**src/rtl/sram_word_ctrl_if.sv**
```systemverilog
// ============================================================================
//  Module   : sram_word_ctrl_if
//  Brief    : Host request/response bundle for the word-wide SRAM controller.
//  Revision : 1.0
// ============================================================================
`default_nettype none

interface sram_word_ctrl_if #(
    parameter int AW    = 11,
    parameter int DW    = 8,
    parameter int BYTES = 2
);
    localparam int KW = (BYTES > 1) ? $clog2(BYTES) : 0;

    logic                  req_valid;
    logic                  req_ready;
    logic                  req_we;
    logic [AW-KW-1:0]      req_addr;
    logic [DW*BYTES-1:0]   req_wdata;
    logic                  rsp_valid;
    logic [DW*BYTES-1:0]   rsp_rdata;

    modport master (
        output req_valid, req_we, req_addr, req_wdata,
        input  req_ready, rsp_valid, rsp_rdata
    );

    modport slave (
        input  req_valid, req_we, req_addr, req_wdata,
        output req_ready, rsp_valid, rsp_rdata
    );
endinterface

`default_nettype wire

```
**src/rtl/sram_word_ctrl.sv**
```systemverilog
// ============================================================================
//  Module   : sram_word_ctrl
//  Brief    : Splits host word accesses into timed byte cycles on an
//             asynchronous 6116-class SRAM (CSb/WEb/OEb, separate A/DQ).
//  Revision : 1.0
// ============================================================================
`default_nettype none

module sram_word_ctrl #(
    parameter int AW    = 11,
    parameter int DW    = 8,
    parameter int BYTES = 2,
    parameter int SETUP = 1,
    parameter int PULSE = 2,
    parameter int HOLD  = 1
) (
    input  wire logic          clk,
    input  wire logic          rst,
    sram_word_ctrl_if.slave    host,
    output logic               sram_csb_o,
    output logic               sram_web_o,
    output logic               sram_oeb_o,
    output logic [AW-1:0]      sram_a_o,
    output logic [DW-1:0]      sram_dq_o,
    output logic               sram_dq_oe_o,
    input  wire logic [DW-1:0] sram_dq_i
);
    localparam int KW   = (BYTES > 1) ? $clog2(BYTES) : 0;
    localparam int BW   = (KW > 0) ? KW : 1;
    localparam int HAW  = AW - KW;
    localparam int WW   = DW * BYTES;
    localparam int MAXP = (SETUP > PULSE) ? ((SETUP > HOLD) ? SETUP : HOLD)
                                          : ((PULSE > HOLD) ? PULSE : HOLD);
    localparam int CW   = (MAXP > 1) ? $clog2(MAXP) : 1;

    localparam logic [BW-1:0] LAST_K   = BW'(BYTES - 1);
    localparam logic [CW-1:0] SETUP_LD = CW'(SETUP - 1);
    localparam logic [CW-1:0] PULSE_LD = CW'(PULSE - 1);
    localparam logic [CW-1:0] HOLD_LD  = CW'(HOLD - 1);

    typedef enum logic [2:0] {
        S_IDLE   = 3'd0,
        S_SETUP  = 3'd1,
        S_STROBE = 3'd2,
        S_HOLD   = 3'd3,
        S_DONE   = 3'd4
    } state_t;

    state_t            state_q;
    logic [CW-1:0]     cnt_q;
    logic [BW-1:0]     k_q;
    logic              we_q;
    logic [HAW-1:0]    addr_q;
    logic [WW-1:0]     wdata_q;
    logic [WW-1:0]     rbuf_q;
    logic [WW-1:0]     rdata_q;
    logic              rsp_valid_q;
    logic              csb_q;
    logic              web_q;
    logic              oeb_q;
    logic [AW-1:0]     a_q;
    logic [DW-1:0]     dq_q;
    logic              dq_oe_q;

    logic [BW-1:0]     w_k_next;
    logic [AW-1:0]     w_addr_first;
    logic [AW-1:0]     w_addr_next;
    logic [WW-1:0]     w_wshift;
    logic [DW-1:0]     w_wbyte_next;

    assign w_k_next     = k_q + 1'b1;
    assign w_wshift     = wdata_q >> (DW * int'(w_k_next));
    assign w_wbyte_next = w_wshift[DW-1:0];

    // Byte index forms the low SRAM address bits, so no wrap at the top word.
    if (KW > 0) begin : g_multi
        assign w_addr_first = {host.req_addr, {KW{1'b0}}};
        assign w_addr_next  = {addr_q, w_k_next};
    end else begin : g_single
        assign w_addr_first = host.req_addr;
        assign w_addr_next  = addr_q;
    end

    always_ff @(posedge clk or posedge rst) begin
        if (rst) begin
            state_q     <= S_IDLE;
            cnt_q       <= '0;
            k_q         <= '0;
            we_q        <= 1'b0;
            addr_q      <= '0;
            wdata_q     <= '0;
            rbuf_q      <= '0;
            rdata_q     <= '0;
            rsp_valid_q <= 1'b0;
            csb_q       <= 1'b1;
            web_q       <= 1'b1;
            oeb_q       <= 1'b1;
            a_q         <= '0;
            dq_q        <= '0;
            dq_oe_q     <= 1'b0;
        end else begin
            rsp_valid_q <= 1'b0;
            case (state_q)
                S_IDLE: begin
                    if (host.req_valid) begin
                        we_q    <= host.req_we;
                        addr_q  <= host.req_addr;
                        wdata_q <= host.req_wdata;
                        k_q     <= '0;
                        cnt_q   <= SETUP_LD;
                        state_q <= S_SETUP;
                        csb_q   <= 1'b0;
                        a_q     <= w_addr_first;
                        dq_q    <= host.req_wdata[DW-1:0];
                        dq_oe_q <= host.req_we;
                    end
                end
                S_SETUP: begin
                    if (cnt_q == '0) begin
                        cnt_q   <= PULSE_LD;
                        state_q <= S_STROBE;
                        web_q   <= ~we_q;
                        oeb_q   <= we_q;
                    end else begin
                        cnt_q <= cnt_q - 1'b1;
                    end
                end
                S_STROBE: begin
                    if (cnt_q == '0) begin
                        // Sample the pad while OEb is still low on this edge.
                        if (!we_q) begin
                            rbuf_q[int'(k_q)*DW +: DW] <= sram_dq_i;
                        end
                        cnt_q   <= HOLD_LD;
                        state_q <= S_HOLD;
                        web_q   <= 1'b1;
                        oeb_q   <= 1'b1;
                    end else begin
                        cnt_q <= cnt_q - 1'b1;
                    end
                end
                S_HOLD: begin
                    if (cnt_q == '0) begin
                        if (k_q == LAST_K) begin
                            state_q     <= S_DONE;
                            csb_q       <= 1'b1;
                            dq_oe_q     <= 1'b0;
                            rsp_valid_q <= 1'b1;
                            if (!we_q) begin
                                rdata_q <= rbuf_q;
                            end
                        end else begin
                            k_q     <= w_k_next;
                            cnt_q   <= SETUP_LD;
                            state_q <= S_SETUP;
                            a_q     <= w_addr_next;
                            dq_q    <= w_wbyte_next;
                        end
                    end else begin
                        cnt_q <= cnt_q - 1'b1;
                    end
                end
                S_DONE: begin
                    state_q <= S_IDLE;
                end
                default: begin
                    state_q <= S_IDLE;
                end
            endcase
        end
    end

    assign host.req_ready = (state_q == S_IDLE);
    assign host.rsp_valid = rsp_valid_q;
    assign host.rsp_rdata = rdata_q;

    assign sram_csb_o   = csb_q;
    assign sram_web_o   = web_q;
    assign sram_oeb_o   = oeb_q;
    assign sram_a_o     = a_q;
    assign sram_dq_o    = dq_q;
    assign sram_dq_oe_o = dq_oe_q;
endmodule

`default_nettype wire
```
**src/flat_wrapper.sv**
```systemverilog
// flat-port wrapper written by rule: the top's interface ports become plain ports
module sram_word_ctrl_flat 
#(
    parameter int AW    = 11,
    parameter int DW    = 8,
    parameter int BYTES = 2,
    parameter int SETUP = 1,
    parameter int PULSE = 2,
    parameter int HOLD  = 1
)
  (clk, rst, sram_csb_o, sram_web_o, sram_oeb_o, sram_a_o, sram_dq_o, sram_dq_oe_o, sram_dq_i, host_req_valid, host_req_we, host_req_addr, host_req_wdata, host_req_ready, host_rsp_valid, host_rsp_rdata);
  sram_word_ctrl_if #(.AW(AW), .DW(DW), .BYTES(BYTES)) host_i ();
  input  wire logic clk;
  input  wire logic rst;
  output logic sram_csb_o;
  output logic sram_web_o;
  output logic sram_oeb_o;
  output logic [AW-1:0] sram_a_o;
  output logic [DW-1:0] sram_dq_o;
  output logic sram_dq_oe_o;
  input  wire logic [DW-1:0] sram_dq_i;
  input wire logic [$bits(host_i.req_valid)-1:0] host_req_valid;
  input wire logic [$bits(host_i.req_we)-1:0] host_req_we;
  input wire logic [$bits(host_i.req_addr)-1:0] host_req_addr;
  input wire logic [$bits(host_i.req_wdata)-1:0] host_req_wdata;
  output wire logic [$bits(host_i.req_ready)-1:0] host_req_ready;
  output wire logic [$bits(host_i.rsp_valid)-1:0] host_rsp_valid;
  output wire logic [$bits(host_i.rsp_rdata)-1:0] host_rsp_rdata;
  assign host_i.req_valid = host_req_valid;
  assign host_i.req_we = host_req_we;
  assign host_i.req_addr = host_req_addr;
  assign host_i.req_wdata = host_req_wdata;
  assign host_req_ready = host_i.req_ready;
  assign host_rsp_valid = host_i.rsp_valid;
  assign host_rsp_rdata = host_i.rsp_rdata;
  sram_word_ctrl #(.AW(AW), .DW(DW), .BYTES(BYTES), .SETUP(SETUP), .PULSE(PULSE), .HOLD(HOLD)) u_core (.clk(clk), .rst(rst), .host(host_i), .sram_csb_o(sram_csb_o), .sram_web_o(sram_web_o), .sram_oeb_o(sram_oeb_o), .sram_a_o(sram_a_o), .sram_dq_o(sram_dq_o), .sram_dq_oe_o(sram_dq_oe_o), .sram_dq_i(sram_dq_i));
endmodule
```
**config.mk**
```make
export PLATFORM = sky130hd
export DESIGN_NAME = sram_word_ctrl_flat
export DESIGN_NICKNAME = d
export VERILOG_FILES = /design/src/rtl/sram_word_ctrl_if.sv /design/src/rtl/sram_word_ctrl.sv /design/src/flat_wrapper.sv
export SDC_FILE = /design/constraint.sdc
export NUM_CORES = 1
export LEC_CHECK = 0
export BUFFER_PORTS_ARGS = -buffer_cell sky130_fd_sc_hd__buf_4
export CORE_ASPECT_RATIO = 1.5
export CORE_UTILIZATION = 57
export DETAILED_ROUTE_END_ITERATION = 12
export GPL_TIMING_DRIVEN = 1
export PLACE_DENSITY = 0.84
export SKIP_CTS_REPAIR_TIMING = 1
export SLEW_MARGIN = 15
export SYNTH_ARGS = -nofsm -noshare
export SYNTH_HDL_FRONTEND = slang
export SYNTH_SLANG_ARGS = --single-unit
```
**constraint.sdc**
```tcl
create_clock -name clk -period 3.8 [get_ports clk]
set_clock_uncertainty 0.05 [all_clocks]
set_input_delay 0.38 -clock clk [delete_from_list [all_inputs] [get_ports clk]]
set_output_delay 0.38 -clock clk [all_outputs]
set_load 0.05 [all_outputs]
```
# ---- After elaboration in Yosys (flattened, before gate mapping)
# Cells that the tools add are included.
dict set report totals {
  register_bits 88
  input_bits 38
  output_inout_bits 41
  elab_cells 83
}
dict set report classes {
  n_addsub 3
  eq_ne 9
  shift 3
  n_mux 37
  bitwise_logic 2
  n_reduce_logical 14
}
# operator count
set ops {}
lappend ops {{$mux W11} 3}
lappend ops {{$neg A4 Y33} 1}
lappend ops {{$shift A8 B33 Y16 const A} 1}
lappend ops {{$shiftx A8 B33 Y16} 1}
lappend ops {{$mux W8} 3}
lappend ops {{$pmux W11 S2} 1}
lappend ops {{$bwmux W16} 1}
lappend ops {{$mux W1} 16}
lappend ops {{$pmux W8 S2} 1}
lappend ops {{$reduce_and A4 Y1} 4}
lappend ops {{$shr A16 B4 Y8} 1}
lappend ops {{$mux W3} 5}
lappend ops {{$pmux W3 S4} 1}
lappend ops {{$ne A2 B2 Y1 const B} 5}
lappend ops {{$pmux W1 S2} 5}
lappend ops {{$reduce_and A3 Y1} 3}
lappend ops {{$eq A3 B2 Y1 const B} 2}
lappend ops {{$reduce_and A2 Y1} 2}
lappend ops {{$reduce_bool A2 Y1} 2}
lappend ops {{$eq A3 B1 Y1 const B} 1}
lappend ops {{$logic_not A3 Y1} 1}
lappend ops {{$pmux W1 S3} 1}
lappend ops {{$reduce_bool A3 Y1} 1}
lappend ops {{$ne A2 B1 Y1 const B} 1}
lappend ops {{4 further kinds} 5}

# ---- Logic depth before layout (Yosys ltp)
# Gate-level depths: netlist of the first run.
dict set report logic_depth {
  word_depth 5
  depth_mapped 5
  depth_no_buf 3
}

# ---- Worst setup path after synthesis of the first run
# No wires, ideal clock.
dict set report synth_path {
  path_kind {flip-flop to output port}
  start {register u_core.state_q[0]}
  end {output host_req_ready}
  arrival_time_ns 1.814
  required_ns 3.370
  path_slack_ns 1.556
  stages_incl_launch_ff 4
  path_buffers 2
  cell_sequence {dfrtp_1 > clkbuf_1 > clkbuf_1 > nor3_1}
}
dict set report synth_between {
  elab_chain_cells 1
}
# item line
set synth_rtl {}
lappend synth_rtl {{start, declared} sram_word_ctrl.sv:49} ;# state_t state_q;
lappend synth_rtl {{start signal, assigned} sram_word_ctrl.sv:86} ;# state_q <= S_IDLE;
lappend synth_rtl {{start signal, assigned} sram_word_ctrl.sv:111} ;# state_q <= S_SETUP;
lappend synth_rtl {{start signal, assigned} sram_word_ctrl.sv:121} ;# state_q <= S_STROBE;
lappend synth_rtl {{$logic_not A3 Y1} sram_word_ctrl.sv:173} ;# assign host.req_ready = (state_q == S_IDLE);
lappend synth_rtl {{end, declared} flat_wrapper.sv:26} ;# output wire logic [$bits(host_i.req_ready)-1:0] host_req_ready;
# No other way between the ends.

# ---- Final worst setup path of the first run
dict set report layout_path {
  start {register u_core.state_q[1]}
  end {register u_core.rdata_q[7] (netlist: u_core.host.rsp_rdata[7])}
}
dict set report layout_between {
  elab_chain_cells 2
}
# item line
set layout_rtl {}
lappend layout_rtl {{$eq A3 B2 Y1} sram_word_ctrl.sv:103} ;# case (state_q)
lappend layout_rtl {{$reduce_and A4 Y1 (no source line)} -}
lappend layout_rtl {{end signal, assigned} sram_word_ctrl.sv:150} ;# rdata_q <= rbuf_q;
lappend layout_rtl {{end, declared} sram_word_ctrl.sv:56} ;# logic [WW-1:0] rdata_q;
# No other way between the ends.
# A chain may end at the register's enable or synchronous reset.

==> summary.md, run 1 <==
| Metric | Value |
|---|---|
| Outcome | complete, no violations |
| Total power | 4.50 mW |
| Bufs and invs on worst path | 0 |
| Tcrit/Tclk final | 0.636 |
| Fmax | 0.414 GHz |
| Clock buffer count from CTS | 9 |
| Seq/Total Area, Yosys | 0.574 |
| Post-synth EDFFs | 0 |
| YS warnings | 0 |
| Initial drt markers | 70 |
| Congestion Overflow GR | 0 |
| Max clock buf depth | 2 |
| Port bufs | 78 |
| Synth-to-Final Area Change | 23.7% |
| Delay of the slowest cell on the worst path | 0.66 ns |
| Final Hold Viols | 0 |
| Initial antenna violation count | 0 |
| Crit Path Class | flip-flop to flip-flop |
| Initial Util | 0.595 |
| DR vias | 2121 |
| Clk_lat worst skew | 0.34 ns |
| Design area | 4320 um^2 |
| CP top delay family | simple AND/OR/NAND/NOR gates |
| RR Endpoint | u_core.host.rsp_rdata[7] |
| PD cells | 1040 nW/um^2 |
| Final wirelength | 6.23 mm |
| Critical Path Sink Type | flip-flop |
| Part of the power in registers | 0.354 |
| Root buffer cell | clkbuf_8 |
| Vias in the first global route | 2236 |
| First-pass GRT wire length | 10.5 mm |
| Max cap viols | 0 |
| Nets | 354 |
| Core area | 5870 um^2 |
| Fillers | 408 |
| Async SR Flop Fraction | 1.00 |
| Worst reg-to-reg path cell count | 3 |
| Leak pwr | 2.00 nW |
| Final setup violation count | 0 |
| Arrival time of the worst setup path | 2.58 ns |
| Sw Pwr | 1.83 mW |
| Gpl congestion | 0.781 |
| Post-DRT Antenna Nets | 0 |
| Final Slew Violations | 0 |
| Critical Path, Cell by Cell | or4b_4, nor2_2, mux2_2 |
| # IOs | 79 |
| Clock power share | 0.147 |
| Combinational share of power | 0.499 |
| Slew of the pin with the lowest slew margin | 0.866 ns |
| Setup crit start kind | flip-flop |
| Fin crit period | 2.42 ns |
| Min Hold Slack | 0.143 ns |
| CP required | 3.97 ns |
| R2R Setup Slk | 1.38 ns |
| Unique masters post-synth | 34 |
| #FFs+latches synth | 80 |
| # placed instances | 377 |
| CTS tree | yes |
| TritonRoute pass-1 iters | 4 |
| Die ar. | 6450 um^2 |
| P_int | 2.67 mW |
| Top FF cell, synth | dfrtp_1 |
| Final Non-Filler Cells | 391 |
| Unrepaired setup endpoints after global routing | false |
| Relative slew margins | 0.422 |
| Post-synth top cells | dfrtp_1, mux2_2, mux2_4, nor2b_1, clkbuf_1 |
| Reg clk slew, reported paths | 0.07 ns |
| Clock sinks | 80 |
| Most numerous cell in the Yosys netlist | dfrtp_1 |
| DP Wirelength | 4.32 mm |
| GRT Total Usage | 0.215 |
| Layout cells sized above 1 | 0.596 |
| H-tree depth | 3 |
| Synthesized area per cell | 14.6 um^2 |
| Post-Syn Nets | 277 |
| Mapped Area | 3490 um^2 |
| Post-DR wirelength/cell | 15.9 um |
| Number of remaining DRC errors | 0 |
| Yosys top cell area share | 0.551 |
| Sw Ratio | 0.407 |
| Fin Setup TNS | 0 ns |
| Row count | 34 |
| Via density | 5.42 |
| Area after DPL | 4110 um^2 |
| Largest net degree at the start of global routing | 53 |
| Top post-synthesis cells by area | dfrtp_1, mux2_2, mux2_4, dfstp_2, nor2b_1 |
| Crit-path slowest cell | nor2_2 |
| Post-synth top area cell | dfrtp_1 |
| Worst r2r src | u_core.state_q[1] |
| Crit-path max FO | 16 |
| ANT cells | 0 |
| Die Width | 65.9 um |
| Max IR drop VDD | 0.576 mV |
| Synthesized instance count | 239 |
| Die height | 97.9 um |
| Min-Delay Path Class | primary input to asynchronous set/reset pin |
## worst max path at each step
| stage | from | to | cells after the start |
|---|---|---|---|
| floorplan | rst | u_core.addr_q[0] | 1 |
| global placement | u_core.state_q[2] | u_core.host.rsp_rdata[2] | 3 |
| finish | u_core.state_q[1] | u_core.host.rsp_rdata[7] | 3 |
| detailed placement | u_core.state_q[2] | u_core.host.rsp_rdata[7] | 3 |
| global route | u_core.state_q[2] | u_core.host.rsp_rdata[7] | 3 |
| CTS | u_core.state_q[2] | u_core.host.rsp_rdata[7] | 3 |
## registers in the layout, indices dropped and copies added (netlist names)
signal	count
u_core.sram_dq_o	8
u_core.host.rsp_valid	1
u_core.sram_oeb_o	1
u_core.sram_a_o	11
u_core.addr_q	10
u_core.we_q	1
u_core.wdata_q	8
u_core.sram_web_o	1
u_core.rbuf_q	16
u_core.sram_csb_o	1
u_core.state_q	3
u_core.sram_dq_oe_o	1
u_core.cnt_q	1
u_core.k_q	1
u_core.host.rsp_rdata	16
## power groups by stage
stage	combinational [mW]	clock [mW]	sequential (mW)
5_1_grt	2.38	0.706	1.65
2_1_floorplan	1.09	0	2.21
3_3_place_gp	2.22	0	1.59
3_5_place_dp	2.27	0	1.61
4_1_cts	2.27	0.672	1.60
6_report	2.25	0.661	1.59
## routing by layer
layer  track usage  wire length, um
met5             0                0
met4        0.0786               94
met3        0.0526              251
met2         0.347             3200
met1         0.277             2680
## cells in the final DEF, fill, tap and decap left out, types with 2 or more instances in the layout
cell type  count
inv_1          5
dfrtp_1       77
bufinv_16      2
nand2_1        3
buf_4         81
mux2_4        16
nor4_1         3
clkbuf_8      10
a211oi_1       2
or3_1          2
nor2_1         3
o21a_1         2
nor3_1         2
a2bb2oi_1      3
nor2b_1       10
dfstp_2        3
o21ai_0        5
a21oi_1        3
mux2_2        70
## cell families (layout without fill, tap and decap cells)
group                     count (synthesis)  in the layout  share of synthesized area
and+or+nand+nor                          34             34                     0.0637
buffers and inverters                    21            101                     0.0311
DFF                                      80             80                      0.574
xor gates and xnor gates                  1              1                    0.00251
muxes                                    86             86                      0.294
AOI/OAI and AO/OA                        17             17                     0.0344
## stage by stage
step / worst slack [ns] / utilization
floorplan: 1.32 / -
detailed placement: 1.38 / 0.701
CTS: 1.36 / 0.736
global placement: 1.46 / 0.701
global route: 1.27 / 0.736
finish: 1.38 / 0.736
## worst reg2reg max path, delay by kind of cell (launching register included)
| kind | cells | cell delay, ns |
|---|---|---|
| and+or+nand+nor | 2 | 1.19 |
| muxes | 1 | 0.42 |
| DFF | 1 | 0.63 |
## layout make-up
| cell class | count | area (um^2) | area share |
|---|---|---|---|
| Tap cell | 72 | 90.1 | 0.0208 |
| Clock buffer | 11 | 141 | 0.0327 |
| Clock inverter | 3 | 67.6 | 0.0156 |
| Timing Repair Buffer | 81 | 608 | 0.141 |
| Sequential cell | 80 | 2010 | 0.464 |
| Multi-Input combinational cell | 138 | 1390 | 0.321 |
| Inverter | 6 | 23.8 | 0.00550 |
Note: power is estimated with default switching activity, not from simulation.
==> run 2: changes to the inputs <==
--- a/config.mk
+++ b/config.mk
@@ -7,10 +7,10 @@
 export LEC_CHECK = 0
 export BUFFER_PORTS_ARGS = -buffer_cell sky130_fd_sc_hd__buf_4
 export CORE_ASPECT_RATIO = 1.5
-export CORE_UTILIZATION = 57
+export CORE_UTILIZATION = 53
 export DETAILED_ROUTE_END_ITERATION = 12
 export GPL_TIMING_DRIVEN = 1
-export PLACE_DENSITY = 0.84
+export PLACE_DENSITY = 0.78
 export SKIP_CTS_REPAIR_TIMING = 1
 export SLEW_MARGIN = 15
 export SYNTH_ARGS = -nofsm -noshare
==> constraint.sdc (replaced) <==
create_clock -name clk -period 2.4 [get_ports clk]
set_clock_uncertainty 0.05 [all_clocks]
set_input_delay 0.24 -clock clk [delete_from_list [all_inputs] [get_ports clk]]
set_output_delay 0.24 -clock clk [all_outputs]
set_load 0.05 [all_outputs]
==> run 2 against run 1 <==
  * Utilization shrank 3.1 points
  * Routed wire length grew 4.7%
  * Fmax grew 16%
  * Register-to-register slack lost 1.1 ns
  * Combinational power grew 69%
  * First-iteration DRC count grew 8.6%
  * Die area grew 7.4%
==> summary.md, run 2 (same netlist as run 1, synthesis figures left out) <==
| Metric | Value |
|---|---|
| Initial Util | 0.558 (-0.0372) |
| Synth-to-Final Area Change | 26.5% |
| Leak pwr | 2.05 nW (+2.6%) |
| Largest net degree at the start of global routing | 41 (-23%) |
| Setup crit start kind | flip-flop |
| Worst hold start | host_req_we |
| Final Core Density | 0.706 (-0.0307) |
| CP top delay family | simple AND/OR/NAND/NOR gates |
| Max clock buf depth | 2 (unchanged) |
| P_int | 4.17 mW (+56%) |
| Crit Path Class | flip-flop to flip-flop |
| Fillers | 458 (+12%) |
| Final setup violation count | 0 (unchanged) |
| First-pass GRT wire length | 10.6 mm (+1.7%) |
| Critical Path, Cell by Cell | or4b_4, or3_1, mux2_4 |
| CTS tree | yes |
| Max IR drop VDD | 0.822 mV (+43%) |
| Clock sinks | 80 (unchanged) |
| Combinational share of power | 0.532 (+0.033) |
| Vias in the first global route | 2319 (+3.7%) |
| Port bufs | 78 (unchanged) |
| Via density | 5.37 (-1.1%) |
| Congestion Overflow GR | 0 (unchanged) |
| Fin Setup TNS | 0 ns (unchanged) |
| Die height | 101 um (+3.6%) |
| Initial drt markers | 76 (+8.6%) |
| Final Hold Viols | 0 (unchanged) |
| Post-DRT Antenna Nets | 0 (unchanged) |
| Min-Delay Path Class | primary input to flip-flop |
| Worst r2r src | u_core.state_q[1] |
| Sw Ratio | 0.417 (+0.00972) |
| Crit-path max FO | 8 (-8) |
| Delay of the slowest cell on the worst path | 0.56 ns (-0.10 ns) |
| Arrival time of the worst setup path | 2.25 ns (-0.33 ns) |
| H-tree depth | 3 (unchanged) |
| CP required | 2.57 ns (-1.40 ns) |
| Sw Pwr | 2.98 mW (+63%) |
| Clock power share | 0.129 (-0.018) |
| PD cells | 1620 nW/um^2 (+55%) |
| Root buffer cell | clkbuf_8 |
| GRT Total Usage | 0.209 (-0.00548) |
| Die Width | 68.3 um (+3.6%) |
| DP Wirelength | 4.67 mm (+8.1%) |
| Part of the power in registers | 0.339 (-0.015) |
| Relative slew margins | 0.533 (+0.111) |
| Outcome | complete, no violations |
| WHS Path Cells | 3 |
| Crit-path slowest cell | or3_1 |
| Fmax | 0.481 GHz (+16%) |
| Hold EP | u_core.sram_dq_oe_o |
| DR vias | 2179 (+2.7%) |
| Slew of the pin with the lowest slew margin | 0.699 ns (-0.167 ns) |
| Nets | 365 (+3.1%) |
| Worst reg-to-reg path cell count | 3 (unchanged) |
| Final wirelength | 6.52 mm (+4.7%) |
| Tcrit/Tclk final | 0.866 (+0.230) |
| Row count | 35 (+2.9%) |
| Die ar. | 6930 um^2 (+7.4%) |
| Core area | 6260 um^2 (+6.7%) |
| Initial antenna violation count | 0 (unchanged) |
| RR Endpoint | u_core.rbuf_q[6] |
| Fin crit period | 2.08 ns (-0.338 ns) |
| Critical Path Sink Type | flip-flop |
| Unrepaired setup endpoints after global routing | false |
| Clock buffer count from CTS | 9 (unchanged) |
| # IOs | 79 (unchanged) |
| Final Slew Violations | 0 (unchanged) |
| R2R Setup Slk | 0.32 ns (-1.06 ns) |
| Bufs and invs on worst path | 0 (unchanged) |
| Reg clk slew, reported paths | 0.09 ns (+0.02 ns) |
| ANT cells | 0 (unchanged) |
| Layout cells sized above 1 | 0.611 (+0.0158) |
| Number of remaining DRC errors | 0 (unchanged) |
| Most frequent cells in the layout | buf_4, dfrtp_1, mux2_2, mux2_4, clkbuf_8 |
| Max cap viols | 0 (unchanged) |
| Post-DR wirelength/cell | 16.1 um (+0.85%) |
| Clk_lat worst skew | 0.34 ns (about the same) |
| Gpl congestion | 0.768 (-1.7%) |
| TritonRoute pass-1 iters | 4 (unchanged) |
| Most common cell after layout, fill and taps aside | buf_4 |
| Min Hold Slack | 0.0618 ns (-0.0808 ns) |
==> run 2: worst max-delay path by stage <==
stage | startpoint | endpoint | slack (ns) | depth (start not counted)
4_1_cts | u_core.state_q[1] | u_core.rbuf_q[6] | 0.33 | 3
5_1_grt | u_core.state_q[1] | u_core.rbuf_q[6] | 0.25 | 3
2_1_floorplan | rst | u_core.addr_q[0] | 0.06 | 1
3_5_place_dp | u_core.state_q[1] | u_core.rbuf_q[0] | 0.34 | 3
3_3_place_gp | u_core.we_q | u_core.rbuf_q[2] | 0.40 | 3
6_report | u_core.state_q[1] | u_core.rbuf_q[6] | 0.32 | 3
==> run 2: metal layers <==
layer,GRT usage,vias to the layer above,part of all wire
li1,-,1016,-
met1,0.240,1095,0.41
met2,0.354,62,0.53
met3,0.0428,6,0.047
met4,0.112,0,0.012
met5,0,-,0
==> run 2: power groups by stage <==
stage | sequential (mW) | combinational (mW) | clock [mW]
2_1_floorplan | 3.51 | 1.72 | 0
6_report | 2.42 | 3.80 | 0.925
3_5_place_dp | 2.45 | 3.84 | 0
3_3_place_gp | 2.42 | 3.75 | 0
4_1_cts | 2.43 | 3.84 | 0.952
5_1_grt | 2.52 | 4.03 | 1.01
==> run 2: worst min-delay path, cell delays in order <==
cell and delay, ns:
buf_4 0.08, nand2_1 0.04, o21ai_0 0.06
==> run 2: stage by stage <==
step                worst slack [ns]  cells  power (mW)  instance area, um^2
floorplan                     0.0632    239        5.23                 3490
global placement               0.398    389        6.17                 4220
detailed placement             0.337    389        6.28                 4220
CTS                            0.333    405        7.22                 4410
global route                   0.249    406        7.56                 4420
finish                         0.321    406        7.15                 4420
==> run 2: area by class of cell <==
| type | count | area (um^2) | share of cell area |
|---|---|---|---|
| Multi-Input combinational cell | 138 | 1390 | 0.314 |
| Clock inverter | 5 | 41.3 | 0.00934 |
| Inverter | 6 | 23.8 | 0.00538 |
| Tap cell | 74 | 92.6 | 0.0210 |
| Clock buffer | 11 | 151 | 0.0343 |
| Sequential cell | 80 | 2010 | 0.454 |
| Timing Repair Buffer | 92 | 718 | 0.163 |
